## src/rtl/uart_receiver.sv

```systemverilog
`default_nettype none
// ============================================================================
// Module   : uart_receiver
// Brief    : 8N1 UART receive path with a two-flop rx synchroniser, mid-bit
//            sampling, a one-cycle byte strobe and framing-error detection.
// Revision : 1.0 - initial release
// ============================================================================
module uart_receiver #(
  parameter int CLOCKS_PER_PULSE = 16
) (
  input  logic       clk,
  input  logic       rstn,
  input  logic       rx,
  output logic [7:0] data_out,
  output logic       data_valid,
  output logic       frame_error,
  output logic       rx_busy
);

  localparam logic [15:0] c_half_last = 16'(CLOCKS_PER_PULSE / 2 - 1);
  localparam logic [15:0] c_bit_last  = 16'(CLOCKS_PER_PULSE - 1);

  typedef enum logic [2:0] {
    IDLE      = 3'd0,
    START     = 3'd1,
    DATA      = 3'd2,
    STOP      = 3'd3,
    WAIT_HIGH = 3'd4
  } state_t;

  state_t      r_state;
  state_t      w_state_nxt;
  logic        r_sync1;
  logic        r_sync2;
  logic        w_rx_s;
  logic [15:0] r_clk_cnt;
  logic [15:0] w_clk_cnt_nxt;
  logic [2:0]  r_bit_cnt;
  logic [2:0]  w_bit_cnt_nxt;
  logic [7:0]  r_shift;
  logic [7:0]  w_shift_nxt;
  logic [7:0]  r_data_out;
  logic [7:0]  w_data_out_nxt;
  logic        r_data_valid;
  logic        w_data_valid_nxt;
  logic        r_frame_error;
  logic        w_frame_error_nxt;

  assign w_rx_s = r_sync2;

  always_ff @(posedge clk or negedge rstn) begin
    if (!rstn) begin
      r_sync1       <= 1'b1;
      r_sync2       <= 1'b1;
      r_state       <= IDLE;
      r_clk_cnt     <= '0;
      r_bit_cnt     <= '0;
      r_shift       <= '0;
      r_data_out    <= '0;
      r_data_valid  <= 1'b0;
      r_frame_error <= 1'b0;
    end else begin
      r_sync1       <= rx;
      r_sync2       <= r_sync1;
      r_state       <= w_state_nxt;
      r_clk_cnt     <= w_clk_cnt_nxt;
      r_bit_cnt     <= w_bit_cnt_nxt;
      r_shift       <= w_shift_nxt;
      r_data_out    <= w_data_out_nxt;
      r_data_valid  <= w_data_valid_nxt;
      r_frame_error <= w_frame_error_nxt;
    end
  end

  // The bit timer restarts at every sample point so each data bit is
  // sampled exactly one bit period after the previous one.
  always_comb begin
    w_state_nxt       = r_state;
    w_clk_cnt_nxt     = r_clk_cnt + 16'd1;
    w_bit_cnt_nxt     = r_bit_cnt;
    w_shift_nxt       = r_shift;
    w_data_out_nxt    = r_data_out;
    w_data_valid_nxt  = 1'b0;
    w_frame_error_nxt = 1'b0;
    case (r_state)
      IDLE: begin
        w_clk_cnt_nxt = '0;
        if (!w_rx_s) w_state_nxt = START;
      end
      START: begin
        if (r_clk_cnt == c_half_last) begin
          w_clk_cnt_nxt = '0;
          w_bit_cnt_nxt = '0;
          w_state_nxt   = w_rx_s ? IDLE : DATA;
        end
      end
      DATA: begin
        if (r_clk_cnt == c_bit_last) begin
          w_clk_cnt_nxt = '0;
          w_shift_nxt   = {w_rx_s, r_shift[7:1]};
          if (r_bit_cnt == 3'd7) w_state_nxt = STOP;
          else                   w_bit_cnt_nxt = r_bit_cnt + 3'd1;
        end
      end
      STOP: begin
        if (r_clk_cnt == c_bit_last) begin
          w_clk_cnt_nxt = '0;
          if (w_rx_s) begin
            w_data_out_nxt   = r_shift;
            w_data_valid_nxt = 1'b1;
            w_state_nxt      = IDLE;
          end else begin
            w_frame_error_nxt = 1'b1;
            w_state_nxt       = WAIT_HIGH;
          end
        end
      end
      WAIT_HIGH: begin
        // A held-low line (break) must not be decoded as a stream of 0x00.
        w_clk_cnt_nxt = '0;
        if (w_rx_s) w_state_nxt = IDLE;
      end
      default: begin
        w_clk_cnt_nxt = '0;
        w_state_nxt   = IDLE;
      end
    endcase
  end

  assign data_out    = r_data_out;
  assign data_valid  = r_data_valid;
  assign frame_error = r_frame_error;
  assign rx_busy     = (r_state != IDLE);

endmodule
`default_nettype wire

```

## config.mk

```make
export PLATFORM = sky130hd
export DESIGN_NAME = uart_receiver
export DESIGN_NICKNAME = d
export VERILOG_FILES = /design/src/rtl/uart_receiver.sv
export SDC_FILE = /design/constraint.sdc
export NUM_CORES = 1
export LEC_CHECK = 0
export ABC_AREA = 1
export BUFFER_PORTS_ARGS = -buffer_cell sky130_fd_sc_hd__buf_4
export CORE_UTILIZATION = 50
export CTS_CLUSTER_DIAMETER = 30
export DETAILED_ROUTE_END_ITERATION = 10
export GPL_ROUTABILITY_DRIVEN = 1
export HOLD_SLACK_MARGIN = 0.05
export PLACE_DENSITY = 0.68
export SKIP_LAST_GASP = 1
export SYNTH_ARGS = -nofsm -noshare
export SYNTH_HDL_FRONTEND = slang
export SYNTH_SLANG_ARGS = --single-unit
```

## constraint.sdc

```tcl
create_clock -name clk -period 3.9 [get_ports clk]
set_clock_uncertainty 0.15 [all_clocks]
set_input_delay 0.195 -clock clk [delete_from_list [all_inputs] [get_ports clk]]
set_output_delay 0.195 -clock clk [all_outputs]
set_load 0.005 [all_outputs]
```

[Yosys cells after proc, flatten, opt, wreduce, memory -nomap -nowiden]
Index checks and enable logic that the tools add are counted.
Operators by class
  add/subtract/negate cells: 2
  equality and inequality tests: 14
  muxes and demuxes: 22
  reductions and logical operators: 8
Operator list (number)
  2-to-1 mux 16 bit: 2
  one-hot mux 16 bit (2 select lines): 1
  2-to-1 mux 3 bit: 10
  adder 16 x 1 -> 16 bit (second input constant): 1
  equality test 16 x 3 -> 1 bit (second input constant): 1
  equality test 16 x 4 -> 1 bit (second input constant): 1
  one-hot mux 3 bit (5 select lines): 1
  inequality test 2 bit (second input constant): 7
  equality test 3 x 2 -> 1 bit (second input constant): 2
  equality test 3 bit (second input constant): 2
  2-to-1 mux 1 bit: 6
  one-hot mux 3 bit (2 select lines): 1
  AND reduction 6 bit: 1
  AND reduction 4 bit: 1
  adder 3 x 1 -> 3 bit (second input constant): 1
  equality test 3 x 1 -> 1 bit (second input constant): 1
  logical NOT 3 bit: 1
  AND reduction 3 bit: 1
  nonzero test 3 bit: 1
  2-to-1 mux 2 bit: 1
  AND reduction 2 bit: 1
  nonzero test 2 bit: 1
  OR reduction 2 bit: 1
Word-level totals
  register bits after elaboration: 42
  output and inout bits: 11
  word-level logic and storage cells: 55

[Longest topological paths before layout]
  word-level depth: 4
  depth in mapped cells: 10
  depth with buffers taken out: 10

[Worst setup path after synthesis]
Ideal clock, no wire load.
  kind: register to register
  start point: reg r_clk_cnt[0]
  end point: reg r_data_out[5], in the netlist data_out[5]
  library setup time: 0.117 ns
  arrival time: 1.322 ns
  setup slack: 2.311 ns
  cell stages (with the launch flop): 10
  buffers on the path: 1
  period minus slack after synthesis: 1.589 ns
  cells stage by stage: dfrtp_1 ha_1 nand3_2 nor2_2 nand2_4 clkinv_4 nand3_4 buf_6 nand2_2 o21ai_2
On the way
  longest elaborated chain between the ends: 2
Ends and longest elaborated chain
  start, declared: line 36  | logic [15:0] r_clk_cnt;
  start signal, assigned: line 66  | r_clk_cnt <= w_clk_cnt_nxt;
  equality test 16 x 4 -> 1 bit: line 106  | if (r_clk_cnt == c_bit_last) begin
  AND reduction 3 bit (no line)
  end signal, assigned: line 69  | r_data_out <= w_data_out_nxt;
  end, declared: line 42  | logic [7:0] r_data_out;
Every way passes these cells.
A chain may end at the register's enable or synchronous reset.

[Worst setup path after layout]
  start point: reg r_clk_cnt[0]
  end point: reg r_data_out[4], in the netlist data_out[4]
Same word-level chain as after synthesis.

==> results.md <==
* RSZ-0062 raised after global routing: no
* CP bufs+invs at 1
* CTS tree: done
* Total detailed-routing wirelength at 3540 um
* Via density at 4.96
* I/O Buffers at 13
* GRT Util Overall at 19.6%
* Crit path required time at 3.94 ns
* Starting density of the core at 53.9%
* Critical Path Slowest Stage Cell: dfrtp_1
* R2R Path Start: r_clk_cnt[0]$_DFF_PN0_
* Drt drc at 0
* Filler Cell Count at 336
* Reg area at 1050 um2
* Fmax at 562 MHz
* Final ANT Viol Nets at 0
* Final Wtd Congestion at 0.820
* Largest net degree at the start of global routing at 43
* CP Cell Sequence: ha_1, nand3_2, nor2_2, nand2_4, clkinv_4, nand3_4, nand2_1, o21ai_2
* Layout net count at 255
* Setup TNS at 0 ns
* Detailed placer's ending HPWL at 2430 um
* First-pass detailed-route iteration total at 4
* Final Cycle Share at 45.6%
* First-pass GRT wire length at 6370 um
* Final Hold Fails at 0
* Kind of cell adding the most delay to the critical path: simple AND/OR/NAND/NOR gates
* Hold path depth at 0
* # IOs at 14
* Crit path max fanout at 16
* Final Power at 1.07 mW
* Worst Hold Endpoint: r_sync2$_DFF_PN1_
* Register-to-Register Path Depth at 8
* Hold Path Origin: r_sync1$_DFF_PN1_
* P&R area growth vs syn at 12.5%
* Status: completed
* Relative max-transition margin at 65.5%
* Flop2flop setup slack at 2.12 ns
* CP max stage delay at 0.39 ns
* Total number of vias at 1479
* Count of final setup violators at 0
* Syn_area_per_cell at 8.90 um2
* FP Rows at 22
* Reg-to-Reg End: data_out[4]$_DFFE_PN0P_
* Crit. End Element: flop
* Die W at 66.0 um
* Number of global-route vias before repair at 1504
* Global route overflow at 0
* Worst endpoint data arrival time at 1.82 ns
* Initial antenna violation count at 0
* Peak VDD IR at 0.261 mV
* Core box area at 3800 um2
* H-tree Lvls at 2
* Hold Crit Class: flop to flop
* Die H at 66.0 um
* Critical path class: flop to flop
* CP Launch Type: flop
* Sequential fraction of the synthesis area at 51.5%
* Clk sinks at 42
* Max-Cap Viols at 0
* Worst-path clk slew at 0.08 ns
* Hold_buf cts at 2
* P per Cell Area at 465 nW/um2
* Post-synth net total at 236
* Cells after synthesis at 230
* Post-CTS sizing at 0
* Die ar. at 4350 um2
* CTS Root Cell: clkbuf_8
* Synthesis Warnings at 0
* Diodes inserted at 0
* Most frequent cells in the layout: nand2_1, dfrtp_1, nor2_1
* Commonest non-fill, non-tap cell in the layout: nand2_1
* Share of cells above drive strength 1 at 19.6%
* Max Transition Viols Final at 0
* CTS buffer count at 5
* Drt initial violations at 81
* Max Root-Sink Buffers at 2
* Post-CTS Setup Inserts at 0
* Clk_lat worst skew at 0.30 ns
* Fin crit period at 1.78 ns
* DR WL/cell at 11.9 um
* Post-synth cell types at 29
* Yosys reg bits at 42
* Slew @ Worst Pin at 0.517 ns
* Footprint of the multi-input gates at 846 um2
* Leak at 1.09 nW
* Cell Area, Synth at 2050 um2
==> state kept, by name (all words and copies together) (netlist names) <==
signal       count
data_out         8
r_sync2          1
r_state          3
r_shift          8
r_clk_cnt       16
r_sync1          1
frame_error      1
r_bit_cnt        3
data_valid       1
==> worst max path at each step <==
stage                                 startpoint                 endpoint  slack (ns)  cells past startpoint
after CTS                 r_clk_cnt[0]$_DFF_PN0_  data_out[4]$_DFFE_PN0P_        2.11                      8
after detailed placement  r_clk_cnt[0]$_DFF_PN0_  data_out[4]$_DFFE_PN0P_        2.13                      8
after global placement    r_clk_cnt[0]$_DFF_PN0_  data_out[3]$_DFFE_PN0P_        2.19                      8
final                     r_clk_cnt[0]$_DFF_PN0_  data_out[4]$_DFFE_PN0P_        2.12                      8
after floorplan           r_clk_cnt[0]$_DFF_PN0_  data_out[5]$_DFFE_PN0P_        2.31                      9
after global routing      r_clk_cnt[0]$_DFF_PN0_  data_out[1]$_DFFE_PN0P_        2.00                      8
==> synthesized netlist by cell type, drive strengths merged <==
cell,count,share of area [%]
buf,3,1.7
ha,3,1.8
o21ai,25,7.8
clkinv,1,0.43
nor3,5,2.3
dfstp,2,2.6
xnor2,1,0.43
a211oi,1,0.37
dfrtp,40,49
inv,28,5.1
a21oi,1,0.24
a31o,1,0.43
nand2,60,12
nor2,36,7.7
o21bai,2,0.73
nand4,2,0.61
or2,1,0.31
xor2,8,3.4
nand3,10,3.5
==> cell type report <==
cell class,count,area share [%]
clock inverter,3,1.90
inverter,29,4.94
clock buffer,5,2.99
tap,48,2.61
sequential,42,45.7
multi-input combinational,156,36.7
timing repair buffer,15,5.11
==> where the power goes <==
part | switching, mW | internal [mW]
sequential | 0.0300 | 0.465
clock | 0.154 | 0.192
combinational | 0.156 | 0.0734
total | 0.340 | 0.730
==> layer usage <==
| layer | track usage [%] | routed length [um] | vias to the layer above |
|---|---|---|---|
| met5 | 0 | 0 | - |
| met2 | 32.5 | 1590 | 32 |
| met3 | 5.52 | 134 | 10 |
| li1 | - | - | 755 |
| met1 | 23.1 | 1720 | 682 |
| met4 | 9.84 | 93 | 0 |
==> stage by stage <==
step           instance area, um2  utilization, %  worst slack (ns)  hold slack [ns]  cells
6_report                     2300            60.6              2.12            0.209    298
2_1_floorplan                2050               -              2.31           -0.251    230
4_1_cts                      2300            60.6              2.11            0.211    298
3_5_place_dp                 2170            57.1              2.13           0.0577    288
5_1_grt                      2300            60.6              2.00            0.215    298
3_3_place_gp                 2170            57.1              2.19           0.0575    288
==> kinds of logic after synthesis <==
group           share of synthesized area [%]
xor+xnor                                 3.85
buf+inv                                  7.21
flops                                    51.5
fa+ha+maj                                1.83
simple gates                             26.1
compound gates                           9.54
==> worst register-to-register path, delay by kind of cell (launching register included) <==
| family | cells | cell delay (ns) |
|---|---|---|
| simple gates | 5 | 0.78 |
| flops | 1 | 0.39 |
| fa+ha+maj | 1 | 0.23 |
| buf+inv | 1 | 0.07 |
| compound gates | 1 | 0.06 |
No activity file was read; power rests on OpenSTA's default activity.
